`src/rtl/program_sequencer.sv`:
```
// Program counter and next-address logic with stall input and a small
// return-address stack for call/ret.
module program_sequencer #(
  parameter int                ADDR_W      = 8,
  parameter int                STACK_DEPTH = 4,
  parameter logic [ADDR_W-1:0] RESET_ADDR  = '0
) (
  input  logic              clk,
  input  logic              reset,
  input  logic              jmp,
  input  logic              jmp_nz,
  input  logic              dont_jmp,
  input  logic              call,
  input  logic              ret,
  input  logic              hold,
  input  logic [3:0]        ir_nibble,
  output logic [ADDR_W-1:0] pm_addr,
  output logic [ADDR_W-1:0] pc,
  output logic [2:0]        stack_depth,
  output logic              stack_err,
  output logic [7:0]        from_PS
);

  localparam int IDX_W = (STACK_DEPTH > 1) ? $clog2(STACK_DEPTH) : 1;
  localparam int CNT_W = $clog2(STACK_DEPTH + 1);

  typedef enum logic [2:0] {
    SEL_SEQ,
    SEL_HOLD,
    SEL_POP,
    SEL_UNDER,
    SEL_CALL,
    SEL_JMP
  } sel_t;

  sel_t              sel;
  logic [ADDR_W-1:0] pc_inc;
  logic [ADDR_W-1:0] target;
  logic [ADDR_W-1:0] next_addr;
  logic [ADDR_W-1:0] stack_mem [STACK_DEPTH];
  logic [CNT_W-1:0]  depth_q;
  logic [IDX_W-1:0]  push_idx;
  logic [IDX_W-1:0]  top_idx;
  logic              stack_empty;
  logic              stack_full;
  logic              push;
  logic              pop;
  logic              stack_fault;
  logic              taken;

  assign pc_inc      = pc + ADDR_W'(1);
  assign target      = {pc[ADDR_W-1:4], ir_nibble};
  assign stack_empty = (depth_q == '0);
  assign stack_full  = (depth_q == CNT_W'(STACK_DEPTH));
  assign push_idx    = IDX_W'(depth_q);
  assign top_idx     = IDX_W'(depth_q - CNT_W'(1));

  // Branch selection: hold beats ret, ret beats call, then jumps.
  always_comb begin
    sel = SEL_SEQ;
    if (hold) begin
      sel = SEL_HOLD;
    end else if (ret) begin
      sel = stack_empty ? SEL_UNDER : SEL_POP;
    end else if (call) begin
      sel = SEL_CALL;
    end else if (jmp) begin
      sel = SEL_JMP;
    end else if (jmp_nz && !dont_jmp) begin
      sel = SEL_JMP;
    end
  end

  always_comb begin
    next_addr = pc_inc;
    case (sel)
      SEL_HOLD:          next_addr = pc;
      SEL_POP:           next_addr = stack_mem[top_idx];
      SEL_CALL, SEL_JMP: next_addr = target;
      default:           next_addr = pc_inc;
    endcase
  end

  assign pm_addr     = reset ? RESET_ADDR : next_addr;
  assign push        = (sel == SEL_CALL) && !stack_full;
  assign pop         = (sel == SEL_POP);
  assign stack_fault = ((sel == SEL_CALL) && stack_full) || (sel == SEL_UNDER);
  assign taken       = (sel == SEL_CALL) || (sel == SEL_JMP) || (sel == SEL_POP);

  always_ff @(posedge clk or posedge reset) begin
    if (reset) begin
      pc <= RESET_ADDR;
    end else begin
      pc <= next_addr;
    end
  end

  // A push onto a full stack drops the return address; the call still jumps.
  always_ff @(posedge clk or posedge reset) begin
    if (reset) begin
      for (int i = 0; i < STACK_DEPTH; i++) begin
        stack_mem[i] <= '0;
      end
      depth_q <= '0;
    end else if (push) begin
      stack_mem[push_idx] <= pc_inc;
      depth_q             <= depth_q + CNT_W'(1);
    end else if (pop) begin
      depth_q <= depth_q - CNT_W'(1);
    end
  end

  always_ff @(posedge clk or posedge reset) begin
    if (reset) begin
      stack_err <= 1'b0;
    end else if (stack_fault) begin
      stack_err <= 1'b1;
    end
  end

  always_ff @(posedge clk or posedge reset) begin
    if (reset) begin
      from_PS <= 8'd0;
    end else if (taken) begin
      from_PS <= from_PS + 8'd1;
    end
  end

  // An 8-entry stack cannot report 8 on a 3-bit port, so the count saturates.
  if (CNT_W > 3) begin : g_depth_sat
    assign stack_depth = (depth_q > CNT_W'(7)) ? 3'd7 : depth_q[2:0];
  end else begin : g_depth_direct
    assign stack_depth = 3'(depth_q);
  end

endmodule

```
`config.mk`:
```
export PLATFORM = sky130hd
export DESIGN_NAME = program_sequencer
export DESIGN_NICKNAME = d
export VERILOG_FILES = /design/src/rtl/program_sequencer.sv
export SDC_FILE = /design/constraint.sdc
export NUM_CORES = 1
export LEC_CHECK = 0
export BUFFER_PORTS_ARGS = -buffer_cell sky130_fd_sc_hd__buf_4
export CAP_MARGIN = 20
export CORE_ASPECT_RATIO = 1.25
export CORE_MARGIN = 2
export CORE_UTILIZATION = 50
export CTS_BUF_LIST = sky130_fd_sc_hd__clkbuf_16
export DETAILED_ROUTE_END_ITERATION = 8
export GPL_TIMING_DRIVEN = 0
export MAX_ROUTING_LAYER = met4
export PLACE_DENSITY = 0.73
export SYNTH_ARGS = -nofsm -noshare
export SYNTH_HDL_FRONTEND = slang
export SYNTH_SLANG_ARGS = --single-unit
```
`constraint.sdc`:
```
create_clock -name clk -period 4.4 [get_ports clk]
set_clock_uncertainty 0.05 [all_clocks]
set_input_delay 0.44 -clock clk [delete_from_list [all_inputs] [get_ports clk]]
set_output_delay 0.44 -clock clk [all_outputs]
set_load 0.05 [all_outputs]
```
* Word level (Yosys, flattened, before mapping)
Cells that the tools add are included.
** Operators by class
- Add/subtract/negate cells :: 4
- $mul :: 0
- Div/mod/pow operators :: 0
- Magnitude comparators :: 3
- Equal/unequal tests :: 6
- Shift operators :: 0
- Multiplexer cells :: 16
- Bitwise operators :: 2
- Reduce and logical (&&, ||, !) cells :: 12
** Operators with widths (count)
- 32-bit bitwise mux :: 1
- 8-bit two-way mux :: 4
- 8-bit one-hot mux with 3 select lines :: 1
- 3-bit two-way mux :: 7
- 8-bit by 1-bit adder with 8-bit output (second input constant) :: 2
- 8-bit binary-select mux with 2-bit select :: 1
- 8-bit demux with 2-bit select :: 1
- 3-bit equality test (second input constant) :: 3
- 3-bit by 2-bit equality test with 1-bit output (second input constant) :: 2
- 3-bit greater-or-equal comparator (second input constant) :: 2
- 2-bit inverter with 3-bit output :: 2
- 1-bit logical AND :: 4
- 3-bit by 1-bit adder with 3-bit output (second input constant) :: 1
- 3-bit by 1-bit equality test with 1-bit output (second input constant) :: 1
- 3-bit logical NOT :: 1
- 1-bit logical OR :: 3
- 3-bit by 1-bit < comparator with 1-bit output (second input constant) :: 1
- 3-bit by 1-bit subtractor with 3-bit output (second input constant) :: 1
- 1-bit logical NOT :: 2
- 2-bit nonzero test :: 1
- 2-bit OR reduction :: 1
- 1-bit two-way mux :: 1
** Word-level totals
- Flip-flop bits (word level) :: 52
- Latch bits :: 0
- Memory bits (writable) :: 0
- Bits in read-only memories :: 0
- Output and inout bits :: 28
- Word-level logic and storage cells :: 51
- Memories kept :: 0

* Depth between registers and ports, before layout
Gate-level depths: netlist of run 1.
- Depth in word-level cells :: 11
- Gate-level depth with buffers :: 10

* Least setup slack after synthesis of run 1
No wires, ideal clock.
- Kind :: flip-flop to output port
- Start :: reg depth_q[0] (netlist: stack_depth[0])
- End :: out pm_addr[1]
- Data arrival time :: 2.725 ns
- Slack :: 1.185 ns
- Cell stages (with the launch flop) :: 11
- Cells stage by stage :: dfrtp_1 > buf_2 > inv_1 > ha_1 > clkbuf_1 > buf_2 > mux2i_1 > nor2_1 > a21oi_1 > o221ai_1 > o211a_1
** RTL lines
- start: declaration :: line 41 : logic [CNT_W-1:0] depth_q;
- start signal: assignment :: line 107 : depth_q <= depth_q + CNT_W'(1);
- start signal: assignment :: line 109 : depth_q <= depth_q - CNT_W'(1);
- 3-bit by 1-bit subtractor with 3-bit output
- net top_idx[0] :: line 43 : logic [IDX_W-1:0] top_idx;
- 2-bit inverter with 3-bit output (not written as such) :: line 78 : SEL_POP: next_addr = stack_mem[top_idx];
- 8-bit binary-select mux with 2-bit select :: line 78
- 8-bit two-way mux (not written as such) (2 in a row) :: line 78
- 8-bit one-hot mux with 3 select lines :: line 76 : case (sel)
- 8-bit two-way mux :: line 84 : assign pm_addr = reset ? RESET_ADDR : next_addr;
- end: declaration :: line 17 : output logic [ADDR_W-1:0] pm_addr,
The timed path passes the listed nets, and every way through them passes these cells. The select of a mux whose other input is x is not followed.

* Worst setup path after layout of run 1
- Start :: reg depth_q[0] (netlist: stack_depth[0])
- End :: out pm_addr[2]
Same word-level chain as after synthesis.

==> results.yml, run 1 <==
global_routing:
  gr-usage-met3_pct: 3.17
  track_usage_pct: 21.8
  first_global_vias: 2003
  grt_use_met1_pct: 28.3
  use_met2_pct: 35.7
  grt_pass1_wl_mm: 9.89
  grt_overflow: 0
  grt_max_degree: 39
  top_usage_layer: "met2"
  antenna_found_initial: 0
synth:
  yosys.cell_types.count: 38
  ys_async_sr_fraction_pct: 100
  synth_common_cells: "52 x dfrtp_1, 31 x nand2_1, 21 x mux2_2, 15 x o21ai_0, 9 x nor2_1"
  synth_seq_area_share_pct: 48.6
  yosysTopAreaCell: "dfrtp_1"
  yosysWarnings: 0
  synth.area.top_cells: "dfrtp_1 49%, mux2_2 8.8%, nand2_1 4.3%, mux4_2 4.2%, ha_1 3.3%"
  ys.flop_type: "dfrtp_1"
  netlist_area_mm2: 0.00268
  synth_edf_count: 0
  synth_cells: 237
  synth_fp_nets: 256
  ys_seq_elements: 52
  yosysMostFrequentCell: "dfrtp_1"
  synth_top_area_share_pct: 48.6
  syn_avg_cell_area_um2: 11.3
placed_design:
  dp_hpwl_mm: 4.17
  pre_cts_ws_ns: 1.07
  gp_congestion: 0.831
  portBuffers: 38
sta:
  holdWs_ns: 0.114
  slew_violations: 0
  setup_violations: 0
  rsz0062_at_grt: "no"
  worst_pin_slew_ns: 0.557
  max_slew_margin_pct: 62.9
  hold_viol: 0
  period_share_pct: 81.7
  timing.setup.tns_ns: 0
  max_freq_mhz: 278
  min_period_ns: 3.59
  setup_ws_ns: 0.806
clock_tree:
  clk_pin_slew_ns: 0.07
  cts_buffers: 5
  cts_num_sinks: 52
  cts_buffer_depth: 2
  ctsResizeCount: 0
  cts-root-buf: "clkbuf_16"
  postCtsSetupRepairBufs: 0
  cts_tree: "built"
  insertion_delay_ns: 0.28
  cts_max_level: 2
  cts_hold_repair.buffers: 0
layout:
  fill_cells: 427
  final_core_util_pct: 62.5
  layout.nets: 302
  antenna-diode-count: 0
  area_growth_pct: 19.5
  drive_gt1_share_pct: 31.0
detailed_routing:
  first_iter_violations: 139
  ant_nets: 0
  detail_route.wl_per_cell_um: 16.8
  dr.pass1.iters: 4
  routed_wl_mm: 5.83
  drc: 0
  num_vias: 1946
  via_per_inst: 5.62
die:
  start_util_pct: 52.3
  dieArea_mm2: 0.00596
  chipHeight_um: 85.8
  rows: 29
  ios: 40
  die_w_um: 69.4
  core_area_mm2: 0.00512
setup_path:
  crit_fanout: 10
  path_delay_family: "buffers and inverters"
  r2r_start: "stack_depth[0]"
  crit_path_top_delay_cell: "dfrtp_1"
  path_class: "register to output pin"
  crit_arrival_ns: 3.10
  start_kind: "register"
  cp-startpoint: "stack_depth[0]"
  max_stage_delay_ns: 0.56
  cp_common_cell: "buf_2"
  critPathCaptureType: "output pin"
  crit_required_ns: 3.91
  path_cells: "buf_2, inv_1, ha_1, clkbuf_1, buf_2, mux2i_1, nor2_1, a21oi_1, o221ai_1, o211a_1, buf_4"
  critPathBufInv: 5
worst_hold_path:
  hold_path.class: "input pin to asynchronous set/reset pin"
power:
  p_per_area_mw_per_mm2: 792
  p_total_w: 0.00253
  power_leakage_nw: 1.49
  peakVddDrop_mv: 0.514
run_status:
  outcome: "finished clean"
job:
  cap_viol_max_count: 0
-- area by class of cell --
cell class                      instances  area [µm²]  share of cell area [%]
Clock inverter                          3        13.8                   0.430
Inverter                                6        22.5                   0.704
Sequential cell                        52        1300                    40.7
Timing Repair Buffer                   39         305                    9.55
Buffer                                 11        57.6                    1.80
Multi-Input combinational cell        168        1290                    40.5
Tap cell                               62        77.6                    2.43
Clock buffer                            5         125                    3.91
-- power breakdown --
part           switching [W]  total (W)  internal (W)
Combinational       0.000779    0.00128      0.000505
Clock               0.000164   0.000371      0.000207
Sequential          0.000189   0.000878      0.000688
-- flip-flops by register name, indices dropped and copies added (netlist names) --
| signal | count |
|---|---|
| stack_depth | 3 |
| stack_err | 1 |
| stack_mem | 32 |
| from_PS | 8 |
| pc | 8 |
-- path summary, 6_finish.rpt --
check | cells after the start | endpoint | slack (ns)
max in group asynchronous | 3 | from_PS[4] | 3.64
hold reg to reg | 1 | from_PS[7] | 0.42
setup / recovery | 11 | pm_addr[2] | 0.81
setup reg to reg | 10 | pc[2] | 1.63
hold / removal | 2 | stack_mem[5] | 0.11
min in group clk | 3 | pc[0] | 0.41
-- cell usage in the layout (no fill, tap or decap), drive strengths merged --
| cell type | netlist | layout |
|---|---|---|
| nor2 | 9 | 9 |
| or4 | 1 | 1 |
| clkbuf | 3 | 8 |
| o21bai | 1 | 1 |
| and2 | 5 | 5 |
| o21a | 3 | 3 |
| inv | 6 | 6 |
| o221ai | 4 | 4 |
| and3 | 1 | 1 |
| xor2 | 7 | 7 |
| mux4 | 5 | 5 |
| dfrtp | 52 | 52 |
| o21ai | 16 | 16 |
| nand2 | 31 | 31 |
| nor3b | 1 | 1 |
| nand3 | 8 | 8 |
| mux2i | 7 | 7 |
| o211ai | 4 | 4 |
| nand4 | 3 | 3 |
| o211a | 3 | 3 |
| and4 | 4 | 4 |
| a21o | 1 | 1 |
| a211oi | 2 | 2 |
| buf | 8 | 47 |
| mux2 | 21 | 21 |
| xnor2 | 8 | 8 |
| nand3b | 2 | 2 |
| or3 | 1 | 1 |
| nor3 | 1 | 1 |
| clkinv | 0 | 3 |
| a21oi | 8 | 8 |
| ha | 7 | 7 |
| nand2b | 4 | 4 |
-- worst register-to-register path, stage by stage, from the launching register on --
cell,delay (ns)
dfrtp_1,0.56
buf_2,0.35
inv_1,0.13
ha_1,0.29
clkbuf_1,0.25
buf_2,0.33
mux2i_1,0.23
nor2_1,0.06
a21oi_1,0.12
o221ai_1,0.15
o21a_1,0.14
-- metal layers --
layer	vias to the layer above	share of wire, %
met4	0	1.2
met3	7	4.0
met2	49	49
met1	959	45
met5	-	0
li1	931	-
-- cell families (layout without fill, tap and decap cells) --
logic type | count (synthesis) | count (layout) | synth area share, %
AO/OA/AOI/OAI | 42 | 42 | 11.1
buffers and inverters | 17 | 64 | 2.99
multiplexers | 33 | 33 | 15.7
XOR/XNOR | 15 | 15 | 4.91
AND/OR/NAND/NOR | 71 | 71 | 13.4
flip-flops | 52 | 52 | 48.6
adder cells (fa/ha/maj) | 7 | 7 | 3.27
-- through the flow --
step,instances,area [µm²]
2_1_floorplan,237,2680
3_3_place_gp,337,3040
3_5_place_dp,338,3060
4_1_cts,346,3200
5_1_grt,346,3200
6_report,346,3200
No activity file was read; power rests on OpenSTA's default activity.
==> run 2: changes to the inputs <==
- clock period: 4.4 -> 3.4 ns (I/O delays scaled with it)
==> run 2 against run 1 <==
  * Die area is the same
  * Hold slack lost 0.099 ns
  * Count of clock-buffer cells in the layout is the same
  * Routed wire length shrank 0.88%
  * Global-route usage is the same
  * Sequential share of layout area is essentially flat
  * Register-to-register slack lost 0.67 ns
  * Non-clock buffer count shrank 1
  * Sequential power grew 30%
  * Design area is essentially flat
==> results.yml, run 2 (synthesized netlist as in run 1, its figures left out) <==
sta:
  rsz0062_at_grt: "no"
  holdWs_ns: 0.0153
  hold_viol: 0
  timing.setup.tns_ns: 0
  worst_pin_slew_ns: 0.540
  period_share_pct: 93.2
  min_period_ns: 3.17
  max_freq_mhz: 316
  setup_violations: 0
  slew_violations: 0
  max_slew_margin_pct: 64.0
layout:
  drive_gt1_share_pct: 31.4
  antenna-diode-count: 0
  area_growth_pct: 19.6
  largestRegisters: "stack_mem (32), from_PS (8), pc (8)"
  largest_register: "stack_mem"
  layout.nets: 301
  final_cell_mix: "51 x dfrtp_1, 39 x buf_4, 31 x nand2_1, 21 x mux2_2, 15 x o21ai_0"
  fin_cells: 345
  largest_reg_flops: 32
  final_common_cell: "dfrtp_1"
clock_tree:
  cts-root-buf: "clkbuf_16"
  cts_buffer_depth: 2
  cts_max_level: 2
  postCtsSetupRepairBufs: 0
  cts_tree: "built"
  cts_buffers: 5
  clk_pin_slew_ns: 0.07
  cts_num_sinks: 52
  insertion_delay_ns: 0.28
detailed_routing:
  routed_wl_mm: 5.78
  detail_route.wl_per_cell_um: 16.7
  met2_wirelength_mm: 2.86
  ant_nets: 0
  route.layer.met1.wl_mm: 2.59
  dr_wl_met3_um: 263
  first_iter_violations: 122
  drc: 0
  num_vias: 1941
  top_layer: "met4"
  dr.pass1.iters: 4
  via_per_inst: 5.63
global_routing:
  first_global_vias: 2003
  grt_pass1_wl_mm: 9.89
  track_usage_pct: 21.8
  grt_overflow: 0
  grt_max_degree: 39
  antenna_found_initial: 0
worst_hold_path:
  hold_path.class: "input pin to asynchronous set/reset pin"
die:
  chipHeight_um: 85.8
  start_util_pct: 52.3
  die_w_um: 69.4
  ios: 40
  dieArea_mm2: 0.00596
  rows: 29
  core_area_mm2: 0.00512
placed_design:
  portBuffers: 38
  gp_congestion: 0.831
  dp_cells: 338
  dp_hpwl_mm: 4.17
setup_path:
  path_class: "register to output pin"
  crit_required_ns: 3.01
  crit_arrival_ns: 2.78
  start_kind: "register"
  max_stage_delay_ns: 0.48
  critPathCaptureType: "output pin"
  crit_fanout: 10
  crit_path_top_delay_cell: "dfrtp_2"
  path_cells: "clkbuf_4, inv_1, ha_1, nand2b_1, nor3b_4, or3_1, buf_6, o221ai_2, and2_1, buf_4"
power:
  peakVddDrop_mv: 0.668
  power_leakage_nw: 1.49
  p_per_area_mw_per_mm2: 1030
run_status:
  outcome: "finished clean"
job:
  cap_viol_max_count: 0
==> run 2: cell count changes in the layout (fill, tap and decap cells not counted) <==
cell and change:
dfrtp_2 +1, clkbuf_4 +1, buf_4 +1, buf_2 -2, dfrtp_1 -1, clkbuf_1 -1
==> run 2: final cells by class <==
class / instances / area (µm²)
Fill cell: 425 / 1920
Sequential cell: 52 / 1300
Multi-Input combinational cell: 168 / 1290
Timing Repair Buffer: 39 / 305
Clock buffer: 5 / 125
Tap cell: 62 / 77.6
Buffer: 10 / 58.8
Inverter: 6 / 22.5
Clock inverter: 3 / 13.8
==> run 2: critical path: cells and delay by family, from the launching register on <==
| family | cells | cell delay [ns] |
|---|---|---|
| simple gates | 4 | 0.94 |
| fa+ha+maj | 1 | 0.24 |
| buf+inv | 4 | 0.72 |
| flops | 1 | 0.48 |
| compound gates | 1 | 0.12 |
==> run 2: through the flow <==
stage	util [%]	total power, W	area (µm²)	setup WS, ns
after floorplan	-	0.00234	2680	0.285
after global placement	59.4	0.00277	3040	0.176
after detailed placement	59.8	0.00282	3060	0.175
after CTS	62.6	0.00331	3200	0.0707
after global routing	62.6	0.00349	3200	0.0390
final	62.6	0.00329	3200	0.231
==> run 2: worst paths after layout <==
path,start,to,slack [ns],cells after the start
hold / removal,reset,stack_mem[5],0.02,2
setup / recovery,stack_depth[0],pm_addr[7],0.23,10
max in group asynchronous,reset,stack_depth[0],2.73,3
min in group clk,ir_nibble[0],pc[0],0.31,3
hold reg to reg,from_PS[7],from_PS[7],0.42,1
setup reg to reg,stack_depth[0],stack_mem[1],0.96,7
==> run 2: timing repair <==
item                                    in CTS  in global routing
pin swaps                                    0                  0
resized for setup                            2                  1
endpoints found under the setup margin       7                  7
gates cloned                                 0                  0
hold buffers                                 0                  0
==> run 2: per-layer routing <==
layer | vias to the layer above | GRT usage [%]
li1 | 929 | -
met1 | 954 | 28.3
met2 | 52 | 35.7
met3 | 6 | 3.17
met4 | 0 | 6.77
met5 | - | -
==> run 2: power by group <==
group          internal [W]  switching [W]
logic              0.000665        0.00101
registers          0.000892       0.000244
clock network      0.000268       0.000212
